==> src/rtl/sc_level_progress.sv <==
// Level progress tracker: counts scroll ticks in the START state and pulses LevelUp (active low) or Finish at the per-level threshold.
// Optional feature: define SC_LEVELPROGRESS_CRASH_PENALTY_EN to subtract PENALTY_ROWS on each rising crash edge.
module sc_level_progress #(
  parameter int unsigned DIST_W       = 10,
  parameter int unsigned BASE_ROWS    = 64,
  parameter int unsigned STEP_ROWS    = 16,
  parameter int unsigned MAX_LEVEL    = 5,
  parameter int unsigned SETTLE_CYC   = 8,
  parameter int unsigned PENALTY_ROWS = 8
) (
  input  logic              SC_LEVELPROGRESS_CLOCK_50,
  input  logic              SC_LEVELPROGRESS_RESET_InHigh,
  input  logic [1:0]        SC_LEVELPROGRESS_CurrentState_InBus,
  input  logic              SC_LEVELPROGRESS_ScrollTick_InHigh,
  input  logic              SC_LEVELPROGRESS_Crash_InHigh,
  input  logic [2:0]        SC_LEVELPROGRESS_Level_InBus,
  output logic              SC_LEVELPROGRESS_LevelUp_OutLow,
  output logic              SC_LEVELPROGRESS_Finish_OutHigh,
  output logic [DIST_W-1:0] SC_LEVELPROGRESS_Progress_OutBus
);

  localparam int unsigned TW = DIST_W + 3;
  localparam int unsigned SW = $clog2(SETTLE_CYC + 1);
  localparam logic [1:0]    GAME_START  = 2'd1;
  localparam logic [2:0]    MAX_LVL     = 3'(MAX_LEVEL);
  localparam logic [SW-1:0] SETTLE_LAST = SW'(SETTLE_CYC - 1);
  localparam logic [TW-1:0] DIST_MAX    = {3'b000, {DIST_W{1'b1}}};

  typedef enum logic [2:0] {S_IDLE, S_RUN, S_PULSE, S_SETTLE, S_DONE} state_t;

  state_t            state_q, state_d;
  logic [DIST_W-1:0] dist_q, dist_d;
  logic              levelup_q, levelup_d;
  logic              finish_q, finish_d;
  logic [2:0]        lvl_q, lvl_d;
  logic [SW-1:0]     settle_q, settle_d;
  logic [TW-1:0]     thr_wide, thr_sat, dist_inc;

  // Threshold grows with level; saturate so it always fits the progress bus.
  always_comb begin
    thr_wide = TW'(BASE_ROWS) + TW'(SC_LEVELPROGRESS_Level_InBus) * TW'(STEP_ROWS);
    thr_sat  = (thr_wide > DIST_MAX) ? DIST_MAX : thr_wide;
    dist_inc = TW'(dist_q) + TW'(1);
  end

`ifdef SC_LEVELPROGRESS_CRASH_PENALTY_EN
  logic crash_prev_q;
  always_ff @(posedge SC_LEVELPROGRESS_CLOCK_50) begin
    if (SC_LEVELPROGRESS_RESET_InHigh) crash_prev_q <= 1'b0;
    else                               crash_prev_q <= SC_LEVELPROGRESS_Crash_InHigh;
  end
`endif

  always_comb begin
    state_d   = state_q;
    dist_d    = dist_q;
    levelup_d = 1'b1;
    finish_d  = 1'b0;
    lvl_d     = lvl_q;
    settle_d  = settle_q;
    // Leaving START overrides every state, including mid-pulse and settle.
    if (SC_LEVELPROGRESS_CurrentState_InBus != GAME_START) begin
      state_d  = S_IDLE;
      dist_d   = '0;
      settle_d = '0;
    end else begin
      case (state_q)
        S_IDLE: state_d = S_RUN;
        S_RUN: begin
          if (SC_LEVELPROGRESS_Crash_InHigh) begin
`ifdef SC_LEVELPROGRESS_CRASH_PENALTY_EN
            if (!crash_prev_q)
              dist_d = (dist_q > DIST_W'(PENALTY_ROWS)) ? dist_q - DIST_W'(PENALTY_ROWS) : '0;
`endif
          end else if (SC_LEVELPROGRESS_ScrollTick_InHigh) begin
            if (dist_inc >= thr_sat) begin
              dist_d = thr_sat[DIST_W-1:0];
              if (SC_LEVELPROGRESS_Level_InBus < MAX_LVL) begin
                lvl_d     = SC_LEVELPROGRESS_Level_InBus;
                levelup_d = 1'b0;
                state_d   = S_PULSE;
              end else begin
                finish_d = 1'b1;
                state_d  = S_DONE;
              end
            end else begin
              dist_d = dist_inc[DIST_W-1:0];
            end
          end
        end
        S_PULSE: begin
          settle_d = '0;
          state_d  = S_SETTLE;
        end
        S_SETTLE: begin
          // Wait for the level counter to move on, but never longer than SETTLE_CYC.
          if ((SC_LEVELPROGRESS_Level_InBus != lvl_q) || (settle_q == SETTLE_LAST)) begin
            dist_d   = '0;
            settle_d = '0;
            state_d  = S_RUN;
          end else begin
            settle_d = settle_q + SW'(1);
          end
        end
        S_DONE:  state_d = S_DONE;
        default: state_d = S_IDLE;
      endcase
    end
  end

  always_ff @(posedge SC_LEVELPROGRESS_CLOCK_50) begin
    if (SC_LEVELPROGRESS_RESET_InHigh) begin
      state_q   <= S_IDLE;
      dist_q    <= '0;
      levelup_q <= 1'b1;
      finish_q  <= 1'b0;
      lvl_q     <= '0;
      settle_q  <= '0;
    end else begin
      state_q   <= state_d;
      dist_q    <= dist_d;
      levelup_q <= levelup_d;
      finish_q  <= finish_d;
      lvl_q     <= lvl_d;
      settle_q  <= settle_d;
    end
  end

  assign SC_LEVELPROGRESS_LevelUp_OutLow  = levelup_q;
  assign SC_LEVELPROGRESS_Finish_OutHigh  = finish_q;
  assign SC_LEVELPROGRESS_Progress_OutBus = dist_q;

endmodule

==> config.mk <==
export PLATFORM = sky130hd
export DESIGN_NAME = sc_level_progress
export DESIGN_NICKNAME = d
export VERILOG_FILES = /design/src/rtl/sc_level_progress.sv
export SDC_FILE = /design/constraint.sdc
export NUM_CORES = 1
export LEC_CHECK = 0
export BUFFER_PORTS_ARGS = -buffer_cell sky130_fd_sc_hd__buf_2
export CAP_MARGIN = 10
export CORE_ASPECT_RATIO = 0.8
export CORE_MARGIN = 2
export CORE_UTILIZATION = 45
export CTS_CLUSTER_SIZE = 10
export DETAILED_ROUTE_END_ITERATION = 6
export HOLD_SLACK_MARGIN = 0.08
export PLACE_DENSITY = 0.66
export SETUP_SLACK_MARGIN = 0.05
export SLEW_MARGIN = 40
export SYNTH_ARGS = -nofsm -noshare
export SYNTH_HDL_FRONTEND = slang
export SYNTH_SLANG_ARGS = --single-unit
export TNS_END_PERCENT = 20
==> constraint.sdc <==
create_clock -name SC_LEVELPROGRESS_CLOCK_50 -period 4.5 [get_ports SC_LEVELPROGRESS_CLOCK_50]
set_clock_uncertainty 0.2 [all_clocks]
set_input_delay 0.675 -clock SC_LEVELPROGRESS_CLOCK_50 [delete_from_list [all_inputs] [get_ports SC_LEVELPROGRESS_CLOCK_50]]
set_output_delay 0.675 -clock SC_LEVELPROGRESS_CLOCK_50 [all_outputs]
set_load 0.05 [all_outputs]
After elaboration in Yosys (flattened, before gate mapping)
Index checks and enable logic that the tools add are counted.
{ "classes": {"add_sub_neg": 3, "n_lt_le_gt_ge": 3, "eq_ne": 11, "muxes": 15, "bitwise": 5, "reduce_logical": 9} }
{ "op_table": {"columns": ["operator", "n"], "rows": [
  ["$mux 10", 5],
  ["$pmux 10 s2", 1],
  ["$mux 3", 5],
  ["$pmux 3 s5", 1],
  ["$add 10x1->11 const B", 1],
  ["$ge 11x10->1", 1],
  ["$gt 8x10->1 const B", 1],
  ["$add 7x7->8 const A", 1],
  ["$ne 2x2->1 const B", 4],
  ["$pmux 4 s2", 1],
  ["$reduce_and 4->1", 2],
  ["$eq 3x2->1 const B", 2],
  ["$reduce_and 6->1", 1],
  ["$reduce_or 6->1", 1],
  ["$not 1->1", 5],
  ["$add 4x1->4 const B", 1],
  ["$eq 4x3->1 const B", 1],
  ["$mux 4", 1],
  ["$reduce_bool 2->1", 2],
  ["$eq 3x1->1 const B", 1],
  ["$eq 3x3->1 const B", 1],
  ["$logic_not 3->1", 1],
  ["$lt 3x3->1 const B", 1],
  ["$ne 3x3->1", 1],
  ["4 further kinds", 4]
]} }
{ "word_totals": {"register_bits": 22, "output_inout_bits": 12} }

Longest topological paths before layout
Gate-level depths: netlist of run 1.
{ "depth": {"depth_word": 8, "depth_mapped": 10, "depth_no_buf": 9} }

Worst setup path before layout of run 1
OpenSTA, ideal clock, no wires.
{ "synth_timing": {"path_kind": "flip-flop to flip-flop", "start": "register dist_q[3] (netlist: SC_LEVELPROGRESS_Progress_OutBus[3])", "end": "register dist_q[7] (netlist: SC_LEVELPROGRESS_Progress_OutBus[7])", "t_arrival_ns": 2.799, "required_time_ns": 4.182, "path_slack_ns": 1.383, "stages_incl_launch_ff": 11, "path_cell_list": "dfxtp_1 > and4_4 > nand4_1 > xnor2_1 > ha_1 > o21ai_0 > a21oi_1 > a2111oi_4 > buf_6 > mux2i_1 > o21ai_1"} }
{ "synth_via": {"elab_chain_cells": 6} }
{ "synth_rtl": {"columns": ["item", "line", "source"], "rows": [
  ["start: declaration", "32", "logic [DIST_W-1:0] dist_q, dist_d;"],
  ["start signal: assignment", "121", "dist_q <= dist_d;"],
  ["$add 10x1->11 *", "43", "dist_inc = TW'(dist_q) + TW'(1);"],
  ["$ge 11x10->1", "76", "if (dist_inc >= thr_sat) begin"],
  ["$mux 10 *", "76", null],
  ["$mux 10 *", "75", "end else if (SC_LEVELPROGRESS_ScrollTick_InHigh) begin"],
  ["$mux 10 *", "70", "if (SC_LEVELPROGRESS_Crash_InHigh) begin"],
  ["$pmux 10 s2 *", "67", "case (state_q)"]
]} }
Every way passes the cells marked *; elsewhere a longest branch is shown, timed or not. The select of a mux whose other input is x is not followed.
A chain may end at the register's enable or synchronous reset.

Worst setup path in the final report of run 1
{ "layout_timing": {"start": "register dist_q[0] (netlist: SC_LEVELPROGRESS_Progress_OutBus[0])", "end": "register dist_q[4] (netlist: SC_LEVELPROGRESS_Progress_OutBus[4])"} }
The elaborated chain is that of the path after synthesis.

==> results.json, run 1 <==
{
  "power.total_uw": 331,
  "antenna_found_initial": 0,
  "die-width_um": 63.3,
  "rsz0062_at_grt": "no",
  "p_seq_frac": 0.592,
  "multi_input_area_um2": 806,
  "routedWlPerCell_um": 13.6,
  "period_needed_ps": 3140,
  "ys_seq_elements": 22,
  "cp_num_buf_inv": 1,
  "yosys_warnings": 0,
  "p_int_uw": 253,
  "postSynthAreaPerCell_um2": 9.05,
  "ios": 21,
  "fillCellCount": 285,
  "clkPwrFrac": 0.342,
  "drive_gt1_frac": 0.239,
  "regArea_um2": 440,
  "clockRootBuffer": "clkbuf_4",
  "fin_nets": 179,
  "grt_usage": 0.179,
  "tightest_slew_ps": 656,
  "io_buffer_count": 20,
  "synth_top_family_by_area": "simple AND/OR/NAND/NOR gates",
  "tritoncts": "yes",
  "grt_overflow_total": 0,
  "slew_headroom": 0.563,
  "syn-num-nets": 155,
  "gp_congestion": 0.856,
  "ctsHoldBuffers": 0,
  "finalMaxSlewViolations": 0,
  "slowest_stage": "a2111oi_4",
  "n_antenna_cell": 0,
  "cts_sinks": 22,
  "synth-async-reset-ratio": 0,
  "drcViolationCount": 0,
  "postRouteWirelength_mm": 2.73,
  "dr.pass1.iters": 4,
  "comb_power_share": 0.067,
  "dpl-instance-area_mm2": 0.00142,
  "grt_pass1_vias": 959,
  "synthXorXnorAreaFrac": 0.0484,
  "crit_type": "reg2reg",
  "slowest_delay_ps": 650,
  "die_y_um": 51.5,
  "synth_mux_area_frac": 0.0395,
  "rows": 17,
  "clk_path_buf_depth": 2,
  "required_ps": 4530,
  "cp-end-kind": "flop",
  "grt_pass1_wl_mm": 4.60,
  "clkTransAtPathRegs_ps": 130,
  "fmax_mhz": 319,
  "crit_fanout": 10,
  "worstPathArrival_ps": 3160,
  "antenna_left": 0,
  "crit_family": "compound AO/OA/AOI/OAI gates",
  "finalInstanceArea_mm2": 0.00145,
  "cp_common_cell": "ha_1",
  "seq_area_frac_synth": 0.347,
  "h-tree-depth": 1,
  "synthSimpleGateAreaFrac": 0.287,
  "post-route-period-util": 0.697,
  "synth_cell_types": 45,
  "peakVddDrop_v": 0.000135,
  "insertion_delay_ps": 320,
  "numCtsBuffers": 3,
  "hold_violations": 0,
  "cap_violations": 0,
  "synth_compound_area_frac": 0.197,
  "die_area_mm2": 0.00326,
  "fin_setup_tns_ps": 0,
  "swShare": 0.233,
  "area_growth_syn_to_layout_pct": 14.6,
  "p_leak_uw": 0.000615,
  "post_cts_resized": 0,
  "synthesis.area_mm2": 0.00127,
  "dp.final_hpwl_mm": 2.08,
  "start_kind": "flop",
  "path_cells": "ha_1 > nand2_1 > xnor2_1 > ha_1 > o21ai_0 > a21oi_1 > a2111oi_4 > buf_6 > mux2i_1 > a32o_1",
  "synthFlopType": "dfxtp_1",
  "status": "complete, no violations",
  "grt_max_degree": 13,
  "synth_adder_area_share": 0.0592,
  "vias": 1093,
  "finalSetupViolations": 0,
  "start_util": 0.466,
  "design.core.area_mm2": 0.00272,
  "drt-initial-drc-count": 94,
  "synth_edf_count": 0,
  "switchingPower_uw": 77.2,
  "syn_inst": 140,
  "via_per_inst": 5.44,
  "p_per_area_mw_per_mm2": 228,
  "hold_class": "reg2reg",
  "cts_setup_buffers": 0
}
cells by family (layout without fill, tap and decap cells):
group,count (synthesis),after routing
flip-flops,22,22
buffers and inverters,5,28
AO/OA/AOI/OAI,33,33
multiplexers,5,5
adder cells (fa/ha/maj),6,6
AND/OR/NAND/NOR,62,62
XOR/XNOR,7,7
per-layer routing:
| layer | wire (um) | track usage |
|---|---|---|
| met5 | 0 | 0 |
| met4 | 0 | 0.0399 |
| met3 | 160 | 0.0485 |
| met2 | 1110 | 0.240 |
| met1 | 1460 | 0.277 |
flip-flops by register name (all words and copies together) (netlist names):
name	cells
state_q	3
SC_LEVELPROGRESS_Finish_OutHigh	1
SC_LEVELPROGRESS_LevelUp_OutLow	1
SC_LEVELPROGRESS_Progress_OutBus	10
settle_q	4
lvl_q	3
cell usage in the layout (no fill, tap or decap), drive strengths merged, types with 2 or more instances in the layout:
| cell | count |
|---|---|
| buf | 21 |
| nor3 | 3 |
| nand2 | 12 |
| xnor2 | 5 |
| clkbuf | 4 |
| inv | 3 |
| dfxtp | 22 |
| a21oi | 4 |
| and2 | 6 |
| nand3 | 4 |
| nor2 | 10 |
| ha | 6 |
| o21ai | 12 |
| nand2b | 2 |
| mux2i | 5 |
| or2 | 4 |
| o41ai | 3 |
| xor2 | 2 |
| a21o | 2 |
| a32o | 3 |
| nor2b | 5 |
| nand4 | 4 |
| nand3b | 4 |
power by group through the flow:
stage / Combinational, uW / Sequential [uW] / Clock (uW)
after floorplan: 12.4 / 200 / 0
after global placement: 20.9 / 200 / 0
after detailed placement: 21.7 / 200 / 0
after CTS: 21.8 / 196 / 115
after global routing: 24.3 / 196 / 120
final: 22.0 / 196 / 113
synth_stat cells, types with 2 or more instances:
cell type	instances	share of area
a21oi_1	4	0.016
a32o_1	3	0.024
and2_1	5	0.025
dfxtp_1	22	0.35
ha_1	6	0.059
inv_1	3	0.0089
mux2i_1	5	0.039
nand2_1	12	0.036
nand2b_1	2	0.0099
nand3_1	4	0.016
nand3b_1	4	0.024
nand4_1	3	0.015
nor2_1	10	0.030
nor2b_1	5	0.025
nor3_1	3	0.012
o21ai_0	11	0.043
o41ai_1	3	0.021
or2_2	3	0.015
xnor2_1	5	0.035
xor2_1	2	0.014
final timing paths:
kind,from,slack [ps],depth (start not counted),endpoint
worst max-delay path,SC_LEVELPROGRESS_Progress_OutBus[0]$_SDFFE_PP0P_,1360,10,SC_LEVELPROGRESS_Progress_OutBus[4]$_SDFFE_PP0P_
worst min-delay path,SC_LEVELPROGRESS_Progress_OutBus[9]$_SDFFE_PP0P_,300,1,SC_LEVELPROGRESS_Progress_OutBus[9]$_SDFFE_PP0P_
worst max register to register,SC_LEVELPROGRESS_Progress_OutBus[0]$_SDFFE_PP0P_,1360,10,SC_LEVELPROGRESS_Progress_OutBus[4]$_SDFFE_PP0P_
worst min register to register,SC_LEVELPROGRESS_Progress_OutBus[9]$_SDFFE_PP0P_,300,1,SC_LEVELPROGRESS_Progress_OutBus[9]$_SDFFE_PP0P_
final cells by class:
type                    instances  area share
well taps                      38      0.0327
multi-input cells             113       0.555
flip-flops and latches         22       0.303
inverters                       3     0.00775
repair buffers                 21      0.0767
clock buffers                   4      0.0250
per-stage QoR:
| stage | setup WS, ps | instances | hold WS [ps] | utilization |
|---|---|---|---|---|
| floorplan | 1380 | 140 | 288 | - |
| global placement | 1240 | 196 | 273 | 0.514 |
| detailed placement | 1390 | 197 | 282 | 0.520 |
| CTS | 1380 | 201 | 309 | 0.534 |
| global route | 1080 | 201 | 328 | 0.534 |
| finish | 1360 | 201 | 305 | 0.534 |
Note: power is estimated with default switching activity, not from simulation.
==> run 2, diff against run 1 <==
--- a/config.mk
+++ b/config.mk
@@ -5,6 +5,7 @@
 export SDC_FILE = /design/constraint.sdc
 export NUM_CORES = 1
 export LEC_CHECK = 0
+export ABC_AREA = 1
 export BUFFER_PORTS_ARGS = -buffer_cell sky130_fd_sc_hd__buf_2
 export CAP_MARGIN = 10
 export CORE_ASPECT_RATIO = 0.8
@@ -13,7 +14,7 @@
 export CTS_CLUSTER_SIZE = 10
 export DETAILED_ROUTE_END_ITERATION = 6
 export HOLD_SLACK_MARGIN = 0.08
-export PLACE_DENSITY = 0.66
+export PLACE_DENSITY = 0.68
 export SETUP_SLACK_MARGIN = 0.05
 export SLEW_MARGIN = 40
 export SYNTH_ARGS = -nofsm -noshare
==> constraint.sdc (replaced) <==
create_clock -name SC_LEVELPROGRESS_CLOCK_50 -period 2.7 [get_ports SC_LEVELPROGRESS_CLOCK_50]
set_clock_uncertainty 0.2 [all_clocks]
set_input_delay 0.405 -clock SC_LEVELPROGRESS_CLOCK_50 [delete_from_list [all_inputs] [get_ports SC_LEVELPROGRESS_CLOCK_50]]
set_output_delay 0.405 -clock SC_LEVELPROGRESS_CLOCK_50 [all_outputs]
set_load 0.05 [all_outputs]
==> run 2 against run 1 <==
  * Combinational power up 150%
  * Via count rose by 22%
  * Setup slack worse by 1200 ps
  * Final cell count up 33%
  * Non-clock buffer count up 3
  * Routed wire length grew 16%
  * Sequential power grew 66%
  * Sequential share of layout area fell by 2.9 points
  * Die area increased by 6.8%
  * Largest cell class unchanged
  * Register-to-register slack worse by 1200 ps
  * Core utilization increased by 4.9 points
  * Design area is 13% higher
==> results.json, run 2 <==
{
  "status": "complete, no violations",
  "antenna_found_initial": 0,
  "rrSetupSlack_ps": 200,
  "ctsHoldBuffers": 0,
  "grt_max_degree": 13,
  "p_per_area_mw_per_mm2": 380,
  "grt_overflow_total": 0,
  "dp.final_hpwl_mm": 2.40,
  "yosys-top-cells-area": "dfxtp_1 32%, nand2_1 13%, nand3_1 8.1%",
  "via_per_inst": 4.98,
  "layout_commonest_cell": "nand2_1",
  "finalMaxSlewViolations": 0,
  "slew_headroom": 0.747,
  "antenna_left": 0,
  "clkTransAtPathRegs_ps": 80,
  "gp_congestion": 0.916,
  "grt_usage": 0.195,
  "syn-num-nets": 218,
  "busiest_layer": "met2",
  "grt_util_met2": 0.291,
  "yosysTopAreaCell": "dfxtp_1",
  "regToRegEndpoint": "SC_LEVELPROGRESS_Progress_OutBus[0]$_SDFFE_PP0P_",
  "syn_inst": 203,
  "r2r_cells": 15,
  "die-width_um": 65.5,
  "worstHoldStart": "SC_LEVELPROGRESS_Level_InBus[1]",
  "synthesis.area_mm2": 0.00136,
  "cap_violations": 0,
  "clockRootBuffer": "clkbuf_8",
  "postRouteWirelength_mm": 3.16,
  "peakVddDrop_v": 0.000333,
  "worstPathArrival_ps": 2500,
  "required_ps": 2700,
  "rr_startpoint": "SC_LEVELPROGRESS_Progress_OutBus[0]$_SDFFE_PP0P_",
  "postSynthAreaPerCell_um2": 6.70,
  "hold_class": "in2reg",
  "period_needed_ps": 2500,
  "drt-initial-drc-count": 68,
  "synthFlopType": "dfxtp_1",
  "p_leak_uw": 0.000789,
  "grt_pass1_vias": 1104,
  "hold_violations": 0,
  "crit_type": "reg2reg",
  "design.core.area_mm2": 0.00281,
  "power.total_uw": 621,
  "seq_area_frac_synth": 0.324,
  "whs_path_depth": 3,
  "n_antenna_cell": 0,
  "clk_path_buf_depth": 2,
  "fmax_mhz": 401,
  "drive_gt1_frac": 0.235,
  "routedWlPerCell_um": 11.8,
  "h-tree-depth": 1,
  "fin_setup_tns_ps": 0,
  "synth-async-reset-ratio": 0,
  "instances_no_fill": 268,
  "ys_seq_elements": 22,
  "largest_reg_flops": 10,
  "post-synth-top-count-cell": "nand2_1",
  "vias": 1334,
  "hold_path_end": "lvl_q[1]$_SDFFE_PP0P_",
  "use_met3": 0.0447,
  "tritoncts": "yes",
  "synth_edf_count": 0,
  "io_buffer_count": 20,
  "numCtsBuffers": 3,
  "start_util": 0.484,
  "grtUsageMet1": 0.286,
  "cp-end-kind": "flop",
  "cts_sinks": 22,
  "start_kind": "flop",
  "whs_ps": 205,
  "yosys_warnings": 0,
  "crit_fanout": 7,
  "ios": 21,
  "grt_pass1_wl_mm": 5.13,
  "cts_setup_buffers": 0,
  "post-route-period-util": 0.925,
  "area_growth_syn_to_layout_pct": 20.3,
  "dp_cells": 264,
  "insertion_delay_ps": 270,
  "rsz0062_at_grt": "no",
  "drcViolationCount": 0,
  "rows": 17,
  "synth_common_cells": "48 x nand2_1, 27 x inv_1, 24 x nor2_1, 22 x dfxtp_1, 22 x nand3_1",
  "synth_cell_types": 27,
  "synth_top_area_frac": 0.324,
  "mostFrequentLayoutCells": "48 x nand2_1, 27 x inv_1, 23 x nor2_1",
  "fin_nets": 246,
  "die_area_mm2": 0.00348,
  "dr.pass1.iters": 4,
  "tightest_slew_ps": 377,
  "die_y_um": 53.2,
  "finalSetupViolations": 0
}
run 2: changes by cell type in the layout (fill, tap and decap cells not counted), moves of 4 or more:
cell and delta:
and2_1 -5, nor2_1 +13, mux2i_1 -5, o21ai_0 -9, nor2_2 +5, nor2b_1 -5, nand3_2 +4, buf_4 +4
nand3_1 +16, inv_1 +24, nand2_2 +4, a21oi_1 +9, nand2_1 +36
run 2: cells by family after synthesis:
kind of cell	synth area share
simple gates	0.404
xor+xnor	0.0386
flops	0.324
fa+ha+maj	0.0552
compound gates	0.0856
buf+inv	0.0929
run 2: layout make-up:
cell class                 count  area, um^2
clock buffer                   4        55.1
fill                         285        1170
inverter                      30         115
multi-input combinational    150         841
sequential                    22         448
tap                           38        47.5
timing repair buffer          24         130
run 2: worst max-delay path, cell delays in order (launching register included):
cell     delay [ps]
dfxtp_4         390
ha_4            160
nand3_2         100
nor2_2          110
xnor2_1         150
inv_1            80
ha_1            300
nand2_1          70
inv_1            50
nor3_2          180
nand2_1         110
nand2_4         140
nand2_8          80
inv_4            90
nand3_1         100
a21oi_2         120
run 2: per-layer routing:
metal / share of wire / wire [um] / up-vias
met2: 0.44 / 1400 / 23
met5: 0 / 0 / -
li1: - / - / 706
met3: 0.057 / 180 / 2
met1: 0.49 / 1560 / 603
met4: 0.0032 / 10 / 0
run 2: repair_timing:
action	in CTS	in global routing
hold endpoints to repair	0	0
endpoints found under the setup margin	0	15
resized for setup	0	12
run 2: power breakdown:
group,internal (uW),switching [uW]
sequential,324,2.34
clock,130,110
combinational,18.0,36.8
total,472,149
run 2: per-stage QoR:
step / util / worst slack [ps] / cell area, um^2
after detailed placement: 0.545 / 133 / 1530
after global routing: 0.583 / 22.4 / 1640
final: 0.583 / 203 / 1640
after CTS: 0.564 / 105 / 1580
after global placement: 0.545 / 153 / 1530
after floorplan: - / 79.6 / 1360
run 2: worst max-delay path by stage:
stage / from / end / cells after the start
finish: SC_LEVELPROGRESS_Progress_OutBus[0]$_SDFFE_PP0P_ / SC_LEVELPROGRESS_Progress_OutBus[0]$_SDFFE_PP0P_ / 15
detailed placement: SC_LEVELPROGRESS_Progress_OutBus[1]$_SDFFE_PP0P_ / SC_LEVELPROGRESS_Progress_OutBus[0]$_SDFFE_PP0P_ / 15
floorplan: SC_LEVELPROGRESS_Progress_OutBus[2]$_SDFFE_PP0P_ / SC_LEVELPROGRESS_Progress_OutBus[0]$_SDFFE_PP0P_ / 14
global route: SC_LEVELPROGRESS_Progress_OutBus[0]$_SDFFE_PP0P_ / SC_LEVELPROGRESS_Progress_OutBus[4]$_SDFFE_PP0P_ / 15
CTS: SC_LEVELPROGRESS_Progress_OutBus[1]$_SDFFE_PP0P_ / SC_LEVELPROGRESS_Progress_OutBus[1]$_SDFFE_PP0P_ / 15
global placement: SC_LEVELPROGRESS_Progress_OutBus[0]$_SDFFE_PP0P_ / SC_LEVELPROGRESS_Progress_OutBus[0]$_SDFFE_PP0P_ / 15
